$ cat config.mk
export PLATFORM = sky130hd
export DESIGN_NAME = count_match_pulse
export DESIGN_NICKNAME = d
export VERILOG_FILES = /design/src/rtl/count_match_pulse_pkg.sv /design/src/rtl/count_match_cmp.sv /design/src/rtl/count_match_pulse.sv
export SDC_FILE = /design/constraint.sdc
export NUM_CORES = 1
export LEC_CHECK = 0
export BUFFER_PORTS_ARGS = -buffer_cell sky130_fd_sc_hd__buf_2
export CORE_AREA = 2 2 39 41
export DETAILED_ROUTE_END_ITERATION = 8
export DIE_AREA = 0 0 41 43
export PLACE_DENSITY_LB_ADDON = 0.3
export SYNTH_ARGS = -nofsm -noshare
export SYNTH_HDL_FRONTEND = slang
export SYNTH_SLANG_ARGS = --single-unit
$ cat constraint.sdc
create_clock -name clk -period 1.9 [get_ports clk]
set_input_delay 0.095 -clock clk [delete_from_list [all_inputs] [get_ports clk]]
set_output_delay 0.095 -clock clk [all_outputs]
set_load 0.02 [all_outputs]
$ cat src/rtl/count_match_pulse_pkg.sv
// Shared types and constants for the count-match pulse generator.
package count_match_pulse_pkg;

  // Control FSM states; encodings are fixed so downstream debug taps can decode them.
  typedef enum logic [1:0] {
    StIdle    = 2'd0,
    StArmed   = 2'd1,
    StPulse   = 2'd2,
    StHoldoff = 2'd3
  } state_e;

  // Width of the optional missed-hit counter.
  localparam int unsigned MissedWidth = 8;

  function automatic int unsigned max_u(input int unsigned a, input int unsigned b);
    return (a > b) ? a : b;
  endfunction

endpackage

$ cat src/rtl/count_match_cmp.sv
// Registered stage-1 comparator: flags a qualified count equal to the match value.
module count_match_cmp
  import count_match_pulse_pkg::*;
#(
  parameter int unsigned DATA_WIDTH = 8
) (
  input  logic                  clk,
  input  logic                  rst,
  input  logic                  en,
  input  logic [DATA_WIDTH-1:0] count,
  input  logic [DATA_WIDTH-1:0] match_val,
  output logic                  hit_q
);

  // Full-width equality, qualified by en; a hit seen during reset is dropped.
  always_ff @(posedge clk) begin
    if (rst) begin
      hit_q <= 1'b0;
    end else begin
      hit_q <= en & (count == match_val);
    end
  end

endmodule

$ cat src/rtl/count_match_pulse.sv
// Count-match pulse generator: arms, waits for a registered count hit, emits a
// fixed-length pulse followed by an optional hold-off, in periodic or one-shot mode.
// Optional feature: define COUNT_MATCH_PULSE_MISSED_EN to add the saturating
// 'missed' counter of hits that arrive while busy.
module count_match_pulse
  import count_match_pulse_pkg::*;
#(
  parameter string       ARCHITECTURE = "BEHAVIORAL",
  parameter int unsigned DATA_WIDTH   = 8,
  parameter int unsigned PULSE_LEN    = 4,
  parameter int unsigned HOLDOFF      = 2
) (
  input  logic                  clk,
  input  logic                  rst,
  input  logic                  en,
  input  logic [DATA_WIDTH-1:0] count,
  input  logic [DATA_WIDTH-1:0] match_val,
  input  logic                  arm,
  input  logic                  one_shot,
  input  logic                  disarm,
  output logic                  pulse,
  output logic                  armed,
  output logic                  busy,
  output logic                  done
`ifdef COUNT_MATCH_PULSE_MISSED_EN
  ,
  output logic [MissedWidth-1:0] missed
`endif
);

  // Shared length counter covers both the pulse and the hold-off phases.
  localparam int unsigned LenW = $clog2(max_u(PULSE_LEN, HOLDOFF) + 1);
  localparam logic [LenW-1:0] PulseLoad = LenW'(PULSE_LEN - 1);
  localparam logic [LenW-1:0] HoldLoad  = LenW'((HOLDOFF > 0) ? HOLDOFF - 1 : 0);

  if (ARCHITECTURE != "BEHAVIORAL") begin : g_arch_check
    $error("count_match_pulse: only BEHAVIORAL architecture is implemented");
  end
  if (PULSE_LEN < 1) begin : g_len_check
    $error("count_match_pulse: PULSE_LEN must be at least 1");
  end

  logic            hit_q;
  state_e          state_q, state_d;
  logic [LenW-1:0] len_q, len_d;
  logic            mode_q, mode_d;
  logic            done_q, done_d;
  logic            cycle_end;

  count_match_cmp #(
    .DATA_WIDTH(DATA_WIDTH)
  ) u_cmp (
    .clk      (clk),
    .rst      (rst),
    .en       (en),
    .count    (count),
    .match_val(match_val),
    .hit_q    (hit_q)
  );

  // Next-state, length counter and done strobe; disarm overrides everything.
  always_comb begin
    state_d   = state_q;
    len_d     = len_q;
    mode_d    = mode_q;
    done_d    = 1'b0;
    cycle_end = 1'b0;
    if (disarm) begin
      state_d = StIdle;
      len_d   = '0;
    end else begin
      unique case (state_q)
        StIdle: begin
          if (arm) begin
            state_d = StArmed;
            mode_d  = one_shot;
          end
        end
        StArmed: begin
          if (hit_q) begin
            state_d = StPulse;
            len_d   = PulseLoad;
          end
        end
        StPulse: begin
          if (len_q == '0) begin
            if (HOLDOFF > 0) begin
              state_d = StHoldoff;
              len_d   = HoldLoad;
            end else begin
              cycle_end = 1'b1;
            end
          end else begin
            len_d = len_q - LenW'(1);
          end
        end
        StHoldoff: begin
          if (len_q == '0) begin
            cycle_end = 1'b1;
          end else begin
            len_d = len_q - LenW'(1);
          end
        end
        default: state_d = StIdle;
      endcase
      // Periodic mode re-arms; one-shot retires to idle and flags completion.
      if (cycle_end) begin
        state_d = mode_q ? StIdle : StArmed;
        done_d  = mode_q;
      end
    end
  end

  // State, counter, mode and done registers.
  always_ff @(posedge clk) begin
    if (rst) begin
      state_q <= StIdle;
      len_q   <= '0;
      mode_q  <= 1'b0;
      done_q  <= 1'b0;
    end else begin
      state_q <= state_d;
      len_q   <= len_d;
      mode_q  <= mode_d;
      done_q  <= done_d;
    end
  end

  assign pulse = (state_q == StPulse);
  assign armed = (state_q == StArmed);
  assign busy  = (state_q == StPulse) || (state_q == StHoldoff);
  assign done  = done_q;

`ifdef COUNT_MATCH_PULSE_MISSED_EN
  logic [MissedWidth-1:0] missed_q;
  logic                   arm_acc;

  assign arm_acc = (state_q == StIdle) && arm && !disarm;

  // Saturating count of hits that land while a pulse/hold-off is in progress.
  always_ff @(posedge clk) begin
    if (rst) begin
      missed_q <= '0;
    end else if (arm_acc) begin
      missed_q <= '0;
    end else if (hit_q && busy && (missed_q != '1)) begin
      missed_q <= missed_q + MissedWidth'(1);
    end
  end

  assign missed = missed_q;
`endif

endmodule

Word-level counts from Yosys, hierarchy flattened
Cells that the tools add are included.
{"block": "word_totals", "ff_bits": 8, "inputBits": 22, "output_inout_bits": 4, "word_cells": 41}
{"block": "op_classes", "addsub": 1, "eq_ne": 9, "n_mux": 13, "n_bitwise": 3, "reduce_logical": 10}
{"cell": "$mux W3", "count": 3}
{"cell": "$pmux W3 S3", "count": 1}
{"cell": "$eq A8 B8 Y1", "count": 1}
{"cell": "$mux W2", "count": 4}
{"cell": "$ne A3 B1 Y1 const B", "count": 2}
{"cell": "$pmux W2 S3", "count": 1}
{"cell": "$reduce_and A3 Y1", "count": 2}
{"cell": "$eq A2 B2 Y1 const B", "count": 2}
{"cell": "$mux W1", "count": 4}
{"cell": "$reduce_and A4 Y1", "count": 1}
{"cell": "$reduce_bool A4 Y1", "count": 1}
{"cell": "$logic_not A3 Y1", "count": 1}
{"cell": "$ne A3 B3 Y1 const B", "count": 1}
{"cell": "$reduce_bool A3 Y1", "count": 1}
{"cell": "$reduce_or A3 Y1", "count": 1}
{"cell": "$sub A3 B1 Y3 const B", "count": 1}
{"cell": "$eq A2 B1 Y1 const B", "count": 1}
{"cell": "$logic_not A2 Y1", "count": 1}
{"cell": "$ne A2 B1 Y1 const B", "count": 1}
{"cell": "$ne A2 B2 Y1 const B", "count": 1}
{"cell": "$not A1 Y1", "count": 2}
{"cell": "$reduce_or A2 Y1", "count": 1}
{"cell": "$and A1 B1 Y1", "count": 1}
{"cell": "$logic_or A1 B1 Y1", "count": 1}

Longest topological paths before layout
Gate-level depths: netlist of the first run.
{"block": "logic_depth", "depth_word": 6, "ltp_mapped": 6, "ltp_nobuf": 6}

Modules after synthesis
From an unflattened synthesis of the first run, not the netlist that was laid out.
{"block": "unflattened", "cells_unflattened": 65, "hier_area_um2": 598.1}
{"module": "count_match_pulse", "n_inst": 1, "cells_each": 52, "area_per_inst_um2": 479.2, "seq_area_each_um2": 140.1}
{"module": "count_match_cmp", "n_inst": 1, "cells_each": 13, "area_per_inst_um2": 118.9, "seq_area_each_um2": 20.0}

Least setup slack after synthesis of the first run
Ideal clock, no wire load.
{"block": "synth_timing", "path_type": "flip-flop to flip-flop", "from": "register state_q[1]", "to": "register len_q[2]", "arrival_ps": 1447, "setup_slack_ps": 362, "path_stages_with_launch": 7, "n_path_buf": 0, "path_cell_list": "dfxtp_1 > inv_1 > ha_1 > nor2b_1 > a311oi_2 > nand4_1 > a311oi_1"}
{"block": "synth_between", "elab_chain_cells": 3, "word_cells_on_any_way": 8, "cone_classes": "eq/ne (5); mux (1); reduce/logical (2)"}
{"element": "start: declaration", "line_no": "count_match_pulse.sv:44", "rtl": "state_e state_q, state_d;"}
{"element": "start signal: assignment", "line_no": "count_match_pulse.sv:117", "rtl": "state_q <= StIdle;"}
{"element": "start signal: assignment", "line_no": "count_match_pulse.sv:122", "rtl": "state_q <= state_d;"}
{"element": "$eq A2 B1 Y1 (*)"}
{"element": "via armed", "line_no": "count_match_pulse.sv:22", "rtl": "output logic armed,"}
{"element": "$ne A2 B1 Y1 (no line) or $reduce_bool A3 Y1 (tied branches)"}
{"element": "$reduce_and A3 Y1 (no line)"}
{"element": "end signal: assignment", "line_no": "count_match_pulse.sv:123", "rtl": "len_q <= len_d;"}
{"element": "end: declaration", "line_no": "count_match_pulse.sv:45", "rtl": "logic [LenW-1:0] len_q, len_d;"}
Mark *: on every way through the listed nets, which the timed path passes. The rest lies on a longest branch.
A chain may end at the register's enable or synchronous reset.

Worst setup path after layout of the first run
{"block": "layout_timing", "from": "register state_q[1]", "to": "register len_q[2]"}
{"block": "layout_between", "elab_chain_cells": 3, "word_cells_on_any_way": 8, "cone_classes": "eq/ne (5); mux (1); reduce/logical (2)"}
{"element": "$eq A2 B2 Y1 or $eq A2 B1 Y1 (tied branches)", "line_no": "count_match_pulse.sv:72", "rtl": "unique case (state_q)"}
{"element": "$ne A2 B2 Y1 (no line) (tied with other cells)"}
{"element": "$reduce_and A3 Y1 (no line)"}
Several ways; a longest one is shown, not always the timed one.

==> results of run 1 <==
registers in the layout (all words and copies together), names as in the netlist:
signal and flops:
state_q 2, done 1, u_cmp.hit_q 1, len_q 3, mode_q 1
area by class of cell:
cell class / count / area, µm²
fill: 142 / 657
multi-input combinational: 48 / 377
sequential: 8 / 160
timing repair buffer: 25 / 125
clock buffer: 3 / 22.5
inverter: 6 / 22.5
tap: 16 / 20.0
how the worst max path moves through the flow:
stage | from | to | slack, ns | depth (start not counted)
global placement | state_q[1] | len_q[2] | 0.28 | 6
detailed placement | state_q[1] | len_q[2] | 0.28 | 6
CTS | state_q[1] | len_q[2] | 0.26 | 6
floorplan | state_q[1] | len_q[2] | 0.36 | 6
global route | state_q[1] | len_q[2] | 0.12 | 6
finish | state_q[1] | len_q[2] | 0.27 | 6
power groups by stage:
stage | registers (W) | logic (W) | clock network (W)
6_report | 0.000176 | 0.0000858 | 0.000133
5_1_grt | 0.000176 | 0.0000955 | 0.000148
3_3_place_gp | 0.000179 | 0.0000848 | 0
4_1_cts | 0.000176 | 0.0000866 | 0.000139
3_5_place_dp | 0.000179 | 0.0000864 | 0
2_1_floorplan | 0.000179 | 0.0000512 | 0
critical path: stages (launching register included):
cell      delay [ns]
dfxtp_1         0.35
inv_1           0.08
ha_1            0.21
nor2b_1         0.18
a311oi_2        0.36
nand4_1         0.15
a311oi_1        0.21
cells in the mapped netlist, types with 2 or more instances:
cell,instances,area share (%)
a31oi_1,2,2.2
dfxtp_1,8,29
ha_1,6,13
inv_1,6,4.0
mux2i_1,2,3.6
nand2_1,4,2.7
nand4_1,3,3.4
nor2_1,4,2.7
o21ai_0,3,2.7
xnor2_1,3,4.7
xor2_1,5,7.8
cells by family (layout without fill, tap and decap cells):
| kind of cell | Yosys count | count (layout) |
|---|---|---|
| and+or+nand+nor | 19 | 19 |
| DFF | 8 | 8 |
| adders and majority gates | 6 | 6 |
| buffers and inverters | 6 | 34 |
| AOI/OAI and AO/OA | 13 | 13 |
| xor gates and xnor gates | 8 | 8 |
| muxes | 2 | 2 |
stage by stage:
step                      worst slack [ns]  util [%]  total power [W]
after CTS                            0.261      52.5         0.000401
after floorplan                      0.362         -         0.000230
after global routing                 0.123      52.5         0.000419
final                                0.273      52.5         0.000394
after detailed placement             0.277      50.9         0.000266
after global placement               0.280      50.9         0.000264
metal layers:
layer	up-vias	wire length [µm]	track usage, %
li1	279	-	-
met1	224	526	19.7
met2	22	508	24.4
met3	0	71	1.57
met4	0	0	10.0
met5	-	0	0
==> results.toml, run 1 <==
[yosys]
yosysSeqAreaShare_pct = 28.6
synth_top_family_by_area = "simple AND/OR/NAND/NOR gates"
synth_fp_nets = 90
yosys_warnings = 0
async_flop_share_pct = 0
synth-edff-count = 0
synth.area.mux_share_pct = 3.58
synth-compound-area-share_pct = 18.3
synthSimpleGateAreaFrac_pct = 19.5
postSynthAreaPerCell_um2 = 9.02
yosys.area_share.xor_xnor_pct = 12.5
synthesis.area_um2 = 559
synth_cell_types = 27
synth_fa_ha_area_share_pct = 13.4
synthCells = 62
ys_ff_latch = 8
synthFlopType = "dfxtp_1"

[sta]
hold_slack_ns = 0.0488
fin_crit_sh_pct = 85.6
fin_crit_ns = 1.63
finalSetupViolations = 0
hold_viol_final = 0
clock.fmax_mhz = 615
worstMarginPinSlew_ns = 0.399
clock_skew_ns = 0.00471
drv_slew = 0
tns_ns = 0
grt_setup_unrepaired = "no"
slew_headroom_pct = 73.4

[floorplanning]
initial_core_util_pct = 40.4
die_w_um = 41
coreArea_um2 = 1380
rows = 14
io_pins = 26
die_h_um = 43
dieArea_um2 = 1760

[finish]
fin_cells = 106
final_nets = 120
antenna_cells = 0
area_growth_pct = 30.0
drive_above_1_share_pct = 37.8
final_cell_mix = "buf_2 (25), dfxtp_1 (8), inv_1 (6), ha_1 (6), xor2_1 (5)"
final_common_cell = "buf_2"
fin_area_um2 = 727

[worst_hold_path]
hold_end = "len_q[2]"
min_path_type = "primary input to flip-flop"
whs_path_depth = 2
hp-start = "disarm"

[placed_design]
io_buffers = 25
gp_congestion = 0.744
hpwl_um = 937
dp_cells = 103
place_area_um2 = 704

[route]
wl_per_cell_um = 10.4
drt_iter0_drc = 10
avgViaCountPerCell = 4.95
num_vias = 525
antenna_left = 0
drtPass1Iterations = 3
remaining_drc_errors = 0
routed_wl_mm = 1.11

[pwr]
p_clk_share_pct = 33.7
share_comb_of_total_power_pct = 21.8
peakVddDrop_mv = 0.228
p_int_w = 0.000287
p_per_area_nw_per_um2 = 542
leakagePower_nw = 0.328
swShare_pct = 27.1
pwr-share-seq_pct = 44.6
p_sw_w = 0.000107

[clock_tree]
cts_setup_buffers = 0
cts_inserted_buffers = 3
htreeDepth = 1
cts.sinks = 8
postCtsHoldBufs = 0
cts_tree = "done"
clockBufferDepth = 2
clock_latency_ns = 0.25
clkTransAtPathRegs_ns = 0.06
cts_root_buf = "clkbuf_4"
cts_resized = 0

[global_routing]
overflow = 0
first_global_vias = 514
grt_pass1_wl_mm = 1.91
grt_use_total_pct = 15.8
grt_max_degree = 7
antenna_found_initial = 0

[worst_setup_path]
cp-start-kind = "flip-flop"
criticalPathCategory = "flip-flop to flip-flop"
r2r_end = "len_q[2]"
r2r_setup_slack_ns = 0.27
worstReg2RegStart = "state_q[1]"
critPathRequiredTime_ns = 2.07
crit_fanout = 5
endpoint_kind = "flip-flop"
worstRegToRegCells = 6
critPathArrivalTime_ns = 1.79

[run_status]
status = "finished clean"

[job]
drv_cap = 0
Power figures use the tool's default switching activity.
==> run 2: changes to the inputs <==
--- a/config.mk
+++ b/config.mk
@@ -5,10 +5,11 @@
 export SDC_FILE = /design/constraint.sdc
 export NUM_CORES = 1
 export LEC_CHECK = 0
+export ABC_AREA = 1
 export BUFFER_PORTS_ARGS = -buffer_cell sky130_fd_sc_hd__buf_2
-export CORE_AREA = 2 2 39 41
+export CORE_MARGIN = 2
+export CORE_UTILIZATION = 46
 export DETAILED_ROUTE_END_ITERATION = 8
-export DIE_AREA = 0 0 41 43
 export PLACE_DENSITY_LB_ADDON = 0.3
 export SYNTH_ARGS = -nofsm -noshare
 export SYNTH_HDL_FRONTEND = slang
==> results.toml, run 2 <==
[clock_tree]
cts_inserted_buffers = 3
cts_resized = 0
clkTransAtPathRegs_ns = 0.05
cts_tree = "done"
postCtsHoldBufs = 0
clockBufferDepth = 2
htreeDepth = 1
cts_setup_buffers = 0
clock_latency_ns = 0.26
cts.sinks = 8
cts_root_buf = "clkbuf_4"

[sta]
clock_skew_ns = 0.00705
worstMarginPinSlew_ns = 0.179
hold_viol_final = 0
finalSetupViolations = 0
fin_crit_sh_pct = 73.0
hold_slack_ns = 0.0926
grt_setup_unrepaired = "no"
clock.fmax_mhz = 721
drv_slew = 0
tns_ns = 0
fin_ws_ns = 0.513
slew_headroom_pct = 88.0
fin_crit_ns = 1.39

[pwr]
power_w = 0.000459
pwr-share-seq_pct = 39.4
leakagePower_nw = 0.466
p_clk_share_pct = 29.2
p_int_w = 0.000309
p_sw_w = 0.000151
p_per_area_nw_per_um2 = 563
peakVddDrop_mv = 0.468
swShare_pct = 32.8
share_comb_of_total_power_pct = 31.4

[worst_setup_path]
critPathArrivalTime_ns = 1.29
crit_fanout = 4
path_cells = "inv_1 -> ha_1 -> nor2_1 -> inv_1 -> buf_2"
crit_top_cell = "inv_1"
criticalPathCategory = "flip-flop to primary output"
cpMaxStageDelayCell = "dfxtp_1"
cp-start-kind = "flip-flop"
critPathRequiredTime_ns = 1.80
slowest_delay_ns = 0.36
endpoint_kind = "primary output"

[yosys]
synth_fp_nets = 129
synth_top_area_cell = "dfxtp_1"
postSynthAreaPerCell_um2 = 6.43
synthCells = 101
yosysSeqAreaShare_pct = 24.7
synth.most_common_cell = "nand2_1"
ys_top_cells_by_area = "dfxtp_1 (25%), nand2_1 (13%), ha_1 (12%)"
synthesis.area_um2 = 649
synth-edff-count = 0
synth_cell_types = 18
async_flop_share_pct = 0
synthFlopType = "dfxtp_1"
synth.top_cell.area_share_pct = 24.7
yosys_warnings = 0
ys_ff_latch = 8
ys_top_cells_by_count = "nand2_1 (22), nor2_1 (18), inv_1 (16)"

[route]
avgViaCountPerCell = 4.74
antenna_left = 0
routed_wl_mm = 1.28
num_vias = 682
remaining_drc_errors = 0
wl_per_cell_um = 8.88
drt_iter0_drc = 10
drtPass1Iterations = 5

[finish]
final_common_cell = "buf_2"
final_nets = 159
final_core_util_pct = 61.9
largest_reg_flops = 3
final_cell_mix = "buf_2 (25), nand2_1 (22), nor2_1 (18), inv_1 (16), dfxtp_1 (8)"
reg_top3 = "len_q: 3 flops, state_q: 2 flops"
top_register = "len_q"
area_growth_pct = 25.6
antenna_cells = 0
drive_above_1_share_pct = 30.2

[worst_hold_path]
min_path_type = "primary input to flip-flop"

[global_routing]
grt_max_degree = 7
grt_pass1_wl_mm = 2.30
first_global_vias = 618
overflow = 0
antenna_found_initial = 0
grt_use_total_pct = 17.5

[floorplanning]
rows = 13
io_pins = 26
initial_core_util_pct = 49.3
die_w_um = 41.6
die_h_um = 41.6
coreArea_um2 = 1320
dieArea_um2 = 1730

[placed_design]
pre_cts_slack_ns = 0.633
gp_congestion = 0.782
hpwl_mm = 1.10
io_buffers = 25

[job]
drv_cap = 0

[run_status]
status = "finished clean"
==> run 2: stage by stage <==
stage | instance area (µm²) | std cells
floorplan | 649 | 101
global placement | 793 | 141
detailed placement | 793 | 141
CTS | 816 | 144
global route | 816 | 144
finish | 816 | 144
==> run 2: critical path: cells and delay by family, from the launching register on <==
family	cells	cell delay [ns]
adders and majority gates	1	0.26
buffers and inverters	3	0.31
DFF	1	0.36
and+or+nand+nor	1	0.11
==> run 2: cell type report <==
| type | count | area, µm² |
|---|---|---|
| Fill cell | 128 | 502 |
| Multi-Input combinational cell | 74 | 418 |
| Sequential cell | 8 | 160 |
| Timing Repair Buffer | 25 | 125 |
| Inverter | 19 | 71.3 |
| Clock buffer | 3 | 22.5 |
| Tap cell | 15 | 18.8 |
==> run 2: cells by family after synthesis <==
| kind of cell | count (synthesis) | synth area share [%] |
|---|---|---|
| XOR/XNOR | 2 | 2.70 |
| flip-flops | 8 | 24.7 |
| AND/OR/NAND/NOR | 56 | 41.8 |
| AO/OA/AOI/OAI | 10 | 8.28 |
| adder cells (fa/ha/maj) | 6 | 11.6 |
| buffers and inverters | 19 | 11.0 |
==> run 2: path summary, 6_finish.rpt <==
check             startpoint         end  slack, ns  cells past startpoint
setup reg to reg  state_q[0]  state_q[0]       0.61                      8
hold / removal      one_shot      mode_q       0.09                      3
hold reg to reg       mode_q      mode_q       0.49                      2
setup / recovery  state_q[0]        busy       0.51                      5
==> run 2: power by group through the flow <==
stage / logic (W) / clock network, W / registers (W)
6_report: 0.000144 / 0.000134 / 0.000181
3_3_place_gp: 0.000139 / 0 / 0.000184
3_5_place_dp: 0.000145 / 0 / 0.000184
5_1_grt: 0.000165 / 0.000146 / 0.000181
2_1_floorplan: 0.0000982 / 0 / 0.000183
4_1_cts: 0.000146 / 0.000139 / 0.000181
==> run 2: metal layers <==
metal  wire [µm]  track usage (%)  part of all wire, %
met1         558             19.1                   44
met4          22             7.10                  1.7
met5           0                0                    0
met3          86             7.83                  6.7
met2         611             29.1                   48
==> run 3: changes to the inputs <==
--- a/config.mk
+++ b/config.mk
@@ -5,10 +5,10 @@
 export SDC_FILE = /design/constraint.sdc
 export NUM_CORES = 1
 export LEC_CHECK = 0
-export ABC_AREA = 1
+export ABC_AREA = 0
 export BUFFER_PORTS_ARGS = -buffer_cell sky130_fd_sc_hd__buf_2
 export CORE_MARGIN = 2
-export CORE_UTILIZATION = 46
+export CORE_UTILIZATION = 39
 export DETAILED_ROUTE_END_ITERATION = 8
 export PLACE_DENSITY_LB_ADDON = 0.3
 export SYNTH_ARGS = -nofsm -noshare
==> constraint.sdc (replaced) <==
create_clock -name clk -period 1.2 [get_ports clk]
set_input_delay 0.06 -clock clk [delete_from_list [all_inputs] [get_ports clk]]
set_output_delay 0.06 -clock clk [all_outputs]
set_load 0.02 [all_outputs]
==> results.toml, run 3 (synthesis results as in run 1) <==
[finish]
final_nets = 131
largest_reg_flops = 3
final_common_cell = "buf_2"
antenna_cells = 0
n_fill_cell = 107
fin_cells = 116
area_growth_pct = 70.2
final_cell_mix = "buf_2 (23), buf_4 (8), xor2_1 (5)"
reg_top3 = "len_q: 3 flops, state_q: 2 flops"
top_register = "len_q"
drive_above_1_share_pct = 62.4

[route]
remaining_drc_errors = 0
routed_wl_mm = 1.44
antenna_left = 0
drtPass1Iterations = 4
num_vias = 590
wl_per_cell_um = 12.4
avgViaCountPerCell = 5.09
drt_iter0_drc = 19

[floorplanning]
die_w_um = 41.9
die_h_um = 41.9
coreArea_um2 = 1320
io_pins = 26
dieArea_um2 = 1750
initial_core_util_pct = 42.5
rows = 13

[sta]
clock.fmax_mhz = 678
hold_slack_ns = 0.0395
tns_ns = -1.48
fin_crit_ns = 1.48
slew_headroom_pct = 70.7
grt_setup_unrepaired = "yes"
fin_crit_sh_pct = 123
drv_slew = 0
finalSetupViolations = 6
fin_ws_ns = -0.276
worstMarginPinSlew_ns = 0.438
hold_viol_final = 0
clock_skew_ns = 0.00556

[pwr]
p_per_area_nw_per_um2 = 723
peakVddDrop_mv = 0.650
leakagePower_nw = 0.397
power_w = 0.000688

[worst_setup_path]
worstReg2RegStart = "state_q[0]"
cp-start-kind = "flip-flop"
critPathRequiredTime_ns = 1.38
criticalPathCategory = "flip-flop to flip-flop"
critPathArrivalTime_ns = 1.66
crit_fanout = 4
r2r_setup_slack_ns = -0.28
path_buf_inv = 1
r2r_end = "state_q[0]"
cpLargestDelayFamily = "compound AO/OA/AOI/OAI gates"
worstRegToRegCells = 6
cpMaxStageDelayCell = "dfxtp_4"
endpoint_kind = "flip-flop"
slowest_delay_ns = 0.39
path_cells = "inv_4 -> ha_4 -> mux2i_2 -> a221oi_4 -> o2111ai_1 -> o21ai_1"

[global_routing]
gr-usage-met3_pct = 5.65
grt_pass1_wl_mm = 2.31
grtUsageMet1_pct = 19.1
overflow = 0
grtUsageMet2_pct = 30.9
gr-max-usage-layer = "met2"
first_global_vias = 581
grt_max_degree = 7
antenna_found_initial = 0
grt_use_total_pct = 17.1

[clock_tree]
htreeDepth = 1
clock_latency_ns = 0.25
postCtsHoldBufs = 0
clockBufferDepth = 2
cts.sinks = 8
cts_inserted_buffers = 3
cts_tree = "done"
cts_root_buf = "clkbuf_4"
clkTransAtPathRegs_ns = 0.05

[placed_design]
dp_cells = 110
io_buffers = 25
gp_congestion = 0.743
hpwl_um = 955

[run_status]
violations = "negative setup slack"
status = "finished, violations left"

[worst_hold_path]
whs_path_depth = 3
hold_end = "mode_q"
hp-start = "one_shot"
min_path_type = "primary input to flip-flop"

[job]
drv_cap = 0
[run 3: changes by cell type in the layout (fill, tap and decap cells not counted), sizes merged, moves of 5 or more]
cell	previous run	this run
xor2	0	5
nand2	25	4
nor2	20	4
nand3	8	0
buf	25	36
inv	19	6
[run 3: worst min-delay path: cells and delay by family]
| kind | cells | cell delay, ns |
|---|---|---|
| buffers and inverters | 1 | 0.08 |
| multiplexers | 1 | 0.05 |
| AND/OR/NAND/NOR | 1 | 0.07 |
[run 3: power by group]
group | switching (W) | internal, W | total (W)
sequential | 0.00000892 | 0.000271 | 0.000280
combinational | 0.0000906 | 0.000115 | 0.000205
clock | 0.0000883 | 0.000114 | 0.000202
[run 3: final cells by class]
type	instances	area (µm²)	share of cell area [%]
sequential	8	170	17.9
clock buffer	3	22.5	2.37
tap	15	18.8	1.97
inverter	6	27.5	2.89
multi-input combinational	48	473	49.7
timing repair buffer	36	240	25.2
[run 3: per-layer routing]
metal  routed length, µm  share of wire, %
met5                   0                 0
met4                   8              0.55
met3                 102               7.1
met2                 751                52
met1                 580                40
[run 3: what timing repair did]
action,CTS,global route
setup buffers,2,1
endpoints found under the setup margin,8,8
gates resized for setup,22,9
pin swaps,6,4
[run 3: worst max path at each step]
stage / startpoint / endpoint / slack, ns / cells past startpoint
final: state_q[0] / state_q[0] / -0.28 / 6
after global routing: state_q[1] / len_q[2] / -0.35 / 6
after CTS: state_q[1] / busy / -0.23 / 5
after detailed placement: state_q[0] / state_q[0] / -0.32 / 6
after global placement: state_q[0] / state_q[0] / -0.25 / 6
after floorplan: state_q[1] / len_q[2] / -0.26 / 6
[run 3: per-stage QoR]
stage | instance area [µm²] | setup WS [ns] | util (%)
after floorplan | 582 | -0.256 | -
after global placement | 786 | -0.251 | 59.6
after detailed placement | 786 | -0.316 | 59.6
after CTS | 923 | -0.228 | 70.1
after global routing | 952 | -0.351 | 72.3
final | 952 | -0.276 | 72.3
